$ cat src/rtl/ps2_host_tx.sv
// ps2_host_tx: host-to-device PS/2 command transmitter.
// Inhibits the bus, issues request-to-send, shifts out an 11-bit frame
// on device-generated clock edges, checks the device ACK and reports
// completion or failure with one-cycle pulses. Open-drain pins are
// modelled as separate drive-low outputs; pin levels are read back
// through two-flop synchronisers.
module ps2_host_tx #(
    parameter int INHIBIT_CYCLES = 5000,
    parameter int TIMEOUT_CYCLES = 1000000
) (
    input  logic       clk,
    input  logic       reset,
    input  logic       tx_valid,
    input  logic [7:0] tx_data,
    output logic       tx_ready,
    input  logic       ps2_clk_in,
    input  logic       ps2_data_in,
    output logic       ps2_clk_drive_low,
    output logic       ps2_data_drive_low,
    output logic       busy,
    output logic       tx_done,
    output logic       tx_error
);

    typedef enum logic [2:0] {
        IDLE     = 3'd0,
        INHIBIT  = 3'd1,
        RTS      = 3'd2,
        SHIFT    = 3'd3,
        ACK_WAIT = 3'd4,
        BUS_IDLE = 3'd5
    } state_t;

    // One counter serves both the inhibit interval and the transfer timeout.
    localparam int CNT_MAX = (INHIBIT_CYCLES > TIMEOUT_CYCLES) ? INHIBIT_CYCLES : TIMEOUT_CYCLES;
    localparam int CNT_W   = (CNT_MAX > 1) ? $clog2(CNT_MAX + 1) : 1;
    localparam logic [CNT_W-1:0] CNT_ZERO     = CNT_W'(0);
    localparam logic [CNT_W-1:0] CNT_ONE      = CNT_W'(1);
    localparam logic [CNT_W-1:0] INHIBIT_LAST = CNT_W'(INHIBIT_CYCLES - 1);
    localparam logic [CNT_W-1:0] TIMEOUT_LAST = CNT_W'(TIMEOUT_CYCLES - 1);

    // Odd parity: the parity bit makes the total count of ones odd.
    function automatic logic odd_parity(input logic [7:0] d);
        return ~^d;
    endfunction

    // Synchroniser and edge-history flops
    logic clk_meta_r, clk_sync_r, clk_prev_r;
    logic data_meta_r, data_sync_r;
    logic fall_s;

    // FSM and datapath registers
    state_t           state_r, state_s;
    logic [CNT_W-1:0] cnt_r, cnt_s;
    logic [3:0]       edge_cnt_r, edge_cnt_s;
    logic [7:0]       shift_r, shift_s;
    logic             parity_r, parity_s;
    logic             ack_r, ack_s;
    logic             timeout_s;

    // Registered outputs, loaded from the next-state decode so they line
    // up exactly with the state they belong to.
    logic clk_low_r, clk_low_s;
    logic data_low_r, data_low_s;
    logic ready_r, ready_s;
    logic busy_r, busy_s;
    logic done_r, done_s;
    logic error_r, error_s;

    assign fall_s = clk_prev_r & ~clk_sync_r;
    assign timeout_s = (cnt_r == TIMEOUT_LAST);

    assign tx_ready           = ready_r;
    assign busy               = busy_r;
    assign tx_done            = done_r;
    assign tx_error           = error_r;
    assign ps2_clk_drive_low  = clk_low_r;
    assign ps2_data_drive_low = data_low_r;

    // Bring the asynchronous PS/2 pins into the clk domain; idle level is 1.
    always_ff @(posedge clk or posedge reset) begin
        if (reset) begin
            clk_meta_r  <= 1'b1;
            clk_sync_r  <= 1'b1;
            clk_prev_r  <= 1'b1;
            data_meta_r <= 1'b1;
            data_sync_r <= 1'b1;
        end else begin
            clk_meta_r  <= ps2_clk_in;
            clk_sync_r  <= clk_meta_r;
            clk_prev_r  <= clk_sync_r;
            data_meta_r <= ps2_data_in;
            data_sync_r <= data_meta_r;
        end
    end

    // State, datapath and output registers; reset releases both lines at once.
    always_ff @(posedge clk or posedge reset) begin
        if (reset) begin
            state_r    <= IDLE;
            cnt_r      <= CNT_ZERO;
            edge_cnt_r <= 4'd0;
            shift_r    <= 8'h00;
            parity_r   <= 1'b0;
            ack_r      <= 1'b0;
            clk_low_r  <= 1'b0;
            data_low_r <= 1'b0;
            ready_r    <= 1'b1;
            busy_r     <= 1'b0;
            done_r     <= 1'b0;
            error_r    <= 1'b0;
        end else begin
            state_r    <= state_s;
            cnt_r      <= cnt_s;
            edge_cnt_r <= edge_cnt_s;
            shift_r    <= shift_s;
            parity_r   <= parity_s;
            ack_r      <= ack_s;
            clk_low_r  <= clk_low_s;
            data_low_r <= data_low_s;
            ready_r    <= ready_s;
            busy_r     <= busy_s;
            done_r     <= done_s;
            error_r    <= error_s;
        end
    end

    // Next-state, datapath and output decode.
    always_comb begin
        state_s    = state_r;
        cnt_s      = cnt_r;
        edge_cnt_s = edge_cnt_r;
        shift_s    = shift_r;
        parity_s   = parity_r;
        ack_s      = ack_r;
        data_low_s = data_low_r;
        done_s     = 1'b0;
        error_s    = 1'b0;

        case (state_r)
            IDLE: begin
                data_low_s = 1'b0;
                if (tx_valid) begin
                    shift_s    = tx_data;
                    parity_s   = odd_parity(tx_data);
                    cnt_s      = CNT_ZERO;
                    edge_cnt_s = 4'd0;
                    ack_s      = 1'b0;
                    state_s    = INHIBIT;
                end else begin
                    state_s    = IDLE;
                end
            end

            INHIBIT: begin
                if (cnt_r == INHIBIT_LAST) begin
                    cnt_s      = CNT_ZERO;
                    data_low_s = 1'b1;
                    state_s    = RTS;
                end else begin
                    cnt_s      = cnt_r + CNT_ONE;
                    data_low_s = 1'b0;
                end
            end

            RTS: begin
                // Data stays low into SHIFT: that low level is the start bit.
                cnt_s      = CNT_ZERO;
                data_low_s = 1'b1;
                state_s    = SHIFT;
            end

            SHIFT: begin
                if (timeout_s) begin
                    cnt_s      = CNT_ZERO;
                    data_low_s = 1'b0;
                    error_s    = 1'b1;
                    state_s    = IDLE;
                end else begin
                    cnt_s = cnt_r + CNT_ONE;
                    if (fall_s) begin
                        edge_cnt_s = edge_cnt_r + 4'd1;
                        if (edge_cnt_r < 4'd8) begin
                            data_low_s = ~shift_r[edge_cnt_r[2:0]];
                        end else if (edge_cnt_r == 4'd8) begin
                            data_low_s = ~parity_r;
                        end else begin
                            // Tenth edge: release the line as the stop bit.
                            data_low_s = 1'b0;
                            state_s    = ACK_WAIT;
                        end
                    end else begin
                        edge_cnt_s = edge_cnt_r;
                    end
                end
            end

            ACK_WAIT: begin
                data_low_s = 1'b0;
                if (timeout_s) begin
                    cnt_s   = CNT_ZERO;
                    error_s = 1'b1;
                    state_s = IDLE;
                end else begin
                    cnt_s = cnt_r + CNT_ONE;
                    if (fall_s) begin
                        ack_s   = ~data_sync_r;
                        state_s = BUS_IDLE;
                    end else begin
                        ack_s   = ack_r;
                    end
                end
            end

            BUS_IDLE: begin
                // Further clock edges here are ignored; only a fully idle bus ends the transfer.
                data_low_s = 1'b0;
                if (timeout_s) begin
                    cnt_s   = CNT_ZERO;
                    error_s = 1'b1;
                    state_s = IDLE;
                end else if (clk_sync_r && data_sync_r) begin
                    cnt_s   = CNT_ZERO;
                    done_s  = ack_r;
                    error_s = ~ack_r;
                    state_s = IDLE;
                end else begin
                    cnt_s   = cnt_r + CNT_ONE;
                end
            end

            default: begin
                cnt_s      = CNT_ZERO;
                data_low_s = 1'b0;
                state_s    = IDLE;
            end
        endcase

        clk_low_s = (state_s == INHIBIT) || (state_s == RTS);
        ready_s   = (state_s == IDLE);
        busy_s    = (state_s != IDLE);
    end

endmodule
$ cat config.mk
export PLATFORM = sky130hd
export DESIGN_NAME = ps2_host_tx
export DESIGN_NICKNAME = d
export VERILOG_FILES = /design/src/rtl/ps2_host_tx.sv
export SDC_FILE = /design/constraint.sdc
export NUM_CORES = 1
export LEC_CHECK = 0
export CAP_MARGIN = 20
export CORE_ASPECT_RATIO = 1.2
export CORE_MARGIN = 2
export CORE_UTILIZATION = 50
export CTS_BUF_LIST = sky130_fd_sc_hd__clkbuf_16
export DETAILED_ROUTE_END_ITERATION = 10
export GPL_TIMING_DRIVEN = 0
export HOLD_SLACK_MARGIN = 0.05
export PLACE_DENSITY = 0.7
export REMOVE_ABC_BUFFERS = 1
export SYNTH_ARGS = -nofsm -noshare
export SYNTH_HDL_FRONTEND = slang
export SYNTH_SLANG_ARGS = --single-unit
$ cat constraint.sdc
create_clock -name clk -period 3.54 [get_ports clk]
set_clock_uncertainty 0.15 [all_clocks]
set_input_delay 0.708 -clock clk [delete_from_list [all_inputs] [get_ports clk]]
set_output_delay 0.708 -clock clk [all_outputs]
set_load 0.02 [all_outputs]
==> results.toml <==
[status]
outcome = "completed"

[detailed_routing]
vias = 2178
route.detailed.drc = 0
wirelength_um = 5520
viasPerCell = 5.85
wl_per_cell_um = 14.8
first_iter_violations = 163
antenna_left = 0
drtPass1Iterations = 4

[sta]
maxSlewViolCount = 0
rsz0062_at_grt = "no"
timing.final.crit_share_pct = 82.0
fmax_ghz = 0.344
fin_crit_ns = 2.90
finalHoldViolations = 0
slew_headroom_pct = 49.1
tightestPinTransition_ns = 0.757
layout_setup_ws_ns = 0.636
finalSetupTns_ns = 0
setup_viol = 0

[grt]
grt_pass1_wl_um = 9600
grt_overflow_total = 0
grt_pass1_vias = 2024
grt_start_max_net_pins = 28
grt_usage_pct = 20.0
antenna_found_initial = 0

[worst_setup_path]
worstPathArrival_ns = 2.89
slowest_delay_ns = 0.65
cp_max_fo = 15
r2r_start = "cnt_r[7]"
cp_slowest_cell = "nor4_1"
cp.required_ns = 3.53
cp-end-kind = "flop"
crit_path_start = "cnt_r[7]"
path_cells = "or4b_1, nor4_1, a21oi_2, nor2_4, o211ai_1"
crit_type = "reg2reg"
cp-start-kind = "flop"

[synth]
synth_area_leaders = "dfrtp_1 (39%), nand2_1 (7.1%), dfstp_2 (5.9%), xnor2_1 (3.6%), nor2_1 (3.2%)"
syn_area_um2 = 2690
yosysMostFrequentCell = "nand2_1"
yosysWarnings = 0
ys_seq_area_share_pct = 45.0
synth_cell_types = 50
syn-instance-count = 295
ys_ff_latch = 48
syn_area_per_cell_um2 = 9.11
yosys.area.top_type_share_pct = 39.1
ys_top_cells_by_count = "nand2_1 (51), dfrtp_1 (42), nor2_1 (23)"
async_flop_share_pct = 100
synth-edff-count = 0
synth_area_leader_cell = "dfrtp_1"
ys.flop_type = "dfrtp_1"

[place]
hpwl_um = 3940
dpl-instance-area_um2 = 2920
dp_slack_ns = 0.692
gp_congestion = 0.810
io_buffer_count = 18
dp.cells = 364

[clock_network]
path_clk_slew_ns = 0.06
ctsHoldBuffers = 0
clkSinkCount = 48
clock_path_buffers = 2
cts_tree = "built"
root_buffer = "clkbuf_16"
cts_setup_buffers = 0
cts-htree-levels = 2
cts_inserted_buffers = 5
clk_latency_ns = 0.28
cts_resized = 0

[cells_and_area]
stdcell_count = 372
n_fill_cell = 462
utilization_pct = 59.0
n_antenna_cell = 0
drive_above_1_share_pct = 9.35
synthToLayoutAreaGrowth_pct = 14.7
stdcell_area_um2 = 3080
nets = 326

[pwr]
clockPowerShare_pct = 43.1
vdd_drop_max_mv = 0.231
power.switching_w = 0.000255
p_per_area_nw_per_um2 = 389
pwr-share-seq_pct = 49.6
switching_share_pct = 21.3
internal_power_w = 0.000943
pwr-share-comb_pct = 7.3
p_leak_nw = 1.27

[floorplan]
initial_utilization_pct = 51.4
row_count = 29
fp.dieW_um = 70.9
core_um2 = 5230
pin_count = 19
dieArea_um2 = 5980
die_h_um = 84.3

[run]
cap_violations = 0

[worst_hold_path]
worstHoldStart = "clk_meta_r"
hold_path.class = "reg2reg"
state kept, by name (all words and copies together), names as in the netlist, 3 cells and up:
signal      count
cnt_r          20
state_r         3
shift_r         8
edge_cnt_r      4
through the flow:
| step | total power, W | hold slack (ns) |
|---|---|---|
| finish | 0.00120 | 0.207 |
| global route | 0.00125 | 0.210 |
| CTS | 0.00121 | 0.209 |
| detailed placement | 0.000691 | 0.198 |
| global placement | 0.000685 | 0.196 |
| floorplan | 0.000653 | 0.195 |
power by group through the flow:
stage | clock network, W | registers (W) | logic, W
finish | 0.000516 | 0.000593 | 0.0000874
global route | 0.000552 | 0.000596 | 0.0000989
global placement | 0 | 0.000602 | 0.0000829
detailed placement | 0 | 0.000603 | 0.0000879
floorplan | 0 | 0.000596 | 0.0000569
CTS | 0.000532 | 0.000593 | 0.0000891
cell families (layout without fill, tap and decap cells):
| family | Yosys count | count (layout) | synth area share, % |
|---|---|---|---|
| and+or+nand+nor | 145 | 145 | 28.0 |
| AOI/OAI and AO/OA | 52 | 52 | 12.9 |
| DFF | 48 | 48 | 45.0 |
| buffers and inverters | 26 | 41 | 4.61 |
| xor gates and xnor gates | 18 | 18 | 5.87 |
| adders and majority gates | 4 | 4 | 1.86 |
| muxes | 2 | 2 | 1.68 |
per-layer routing:
| metal | global-route usage [%] | vias to the layer above | share of wire [%] |
|---|---|---|---|
| met1 | 27.6 | 1052 | 45 |
| met4 | 6.69 | 0 | 1.0 |
| met5 | 0 | - | 0 |
| met2 | 32.1 | 41 | 51 |
| li1 | - | 1079 | - |
| met3 | 3.36 | 6 | 3.1 |
critical path, delay by kind of cell, from the launching register on:
family / cells / cell delay, ns
AND/OR/NAND/NOR: 3 / 1.63
flip-flops: 1 / 0.43
AO/OA/AOI/OAI: 2 / 0.54
layout make-up:
cell class | count | area (um2) | area share (%)
multi-input cells | 221 | 1370 | 44.4
flip-flops and latches | 48 | 1210 | 39.2
repair buffers | 22 | 223 | 7.23
clock buffers | 5 | 125 | 4.06
well taps | 62 | 77.6 | 2.52
inverters | 11 | 41.3 | 1.34
clock inverters | 3 | 38.8 | 1.26
path summary, 6_finish.rpt:
| kind | to | slack (ns) | cells after the start |
|---|---|---|---|
| max | cnt_r[6] | 0.64 | 5 |
| max reg2reg | cnt_r[6] | 0.64 | 5 |
| min | clk_sync_r | 0.21 | 0 |
| min reg2reg | clk_sync_r | 0.21 | 0 |
| max in group asynchronous | tx_ready | 2.05 | 3 |
| min in group asynchronous | cnt_r[9] | 0.61 | 2 |
placed cells by master, fill, tap and decap left out, drive strengths merged, types with 5 or more instances in the layout:
cell type / count
nand2: 51
dfrtp: 42
nor2: 24
clkdlybuf4s50: 18
o21ai: 13
a21oi: 13
inv: 12
xnor2: 11
nand4: 10
nor3: 10
nor4: 10
nand3: 8
xor2: 7
nor2b: 6
dfstp: 6
nand2b: 5
clkbuf: 5
(Power assumes the default switching activity.)
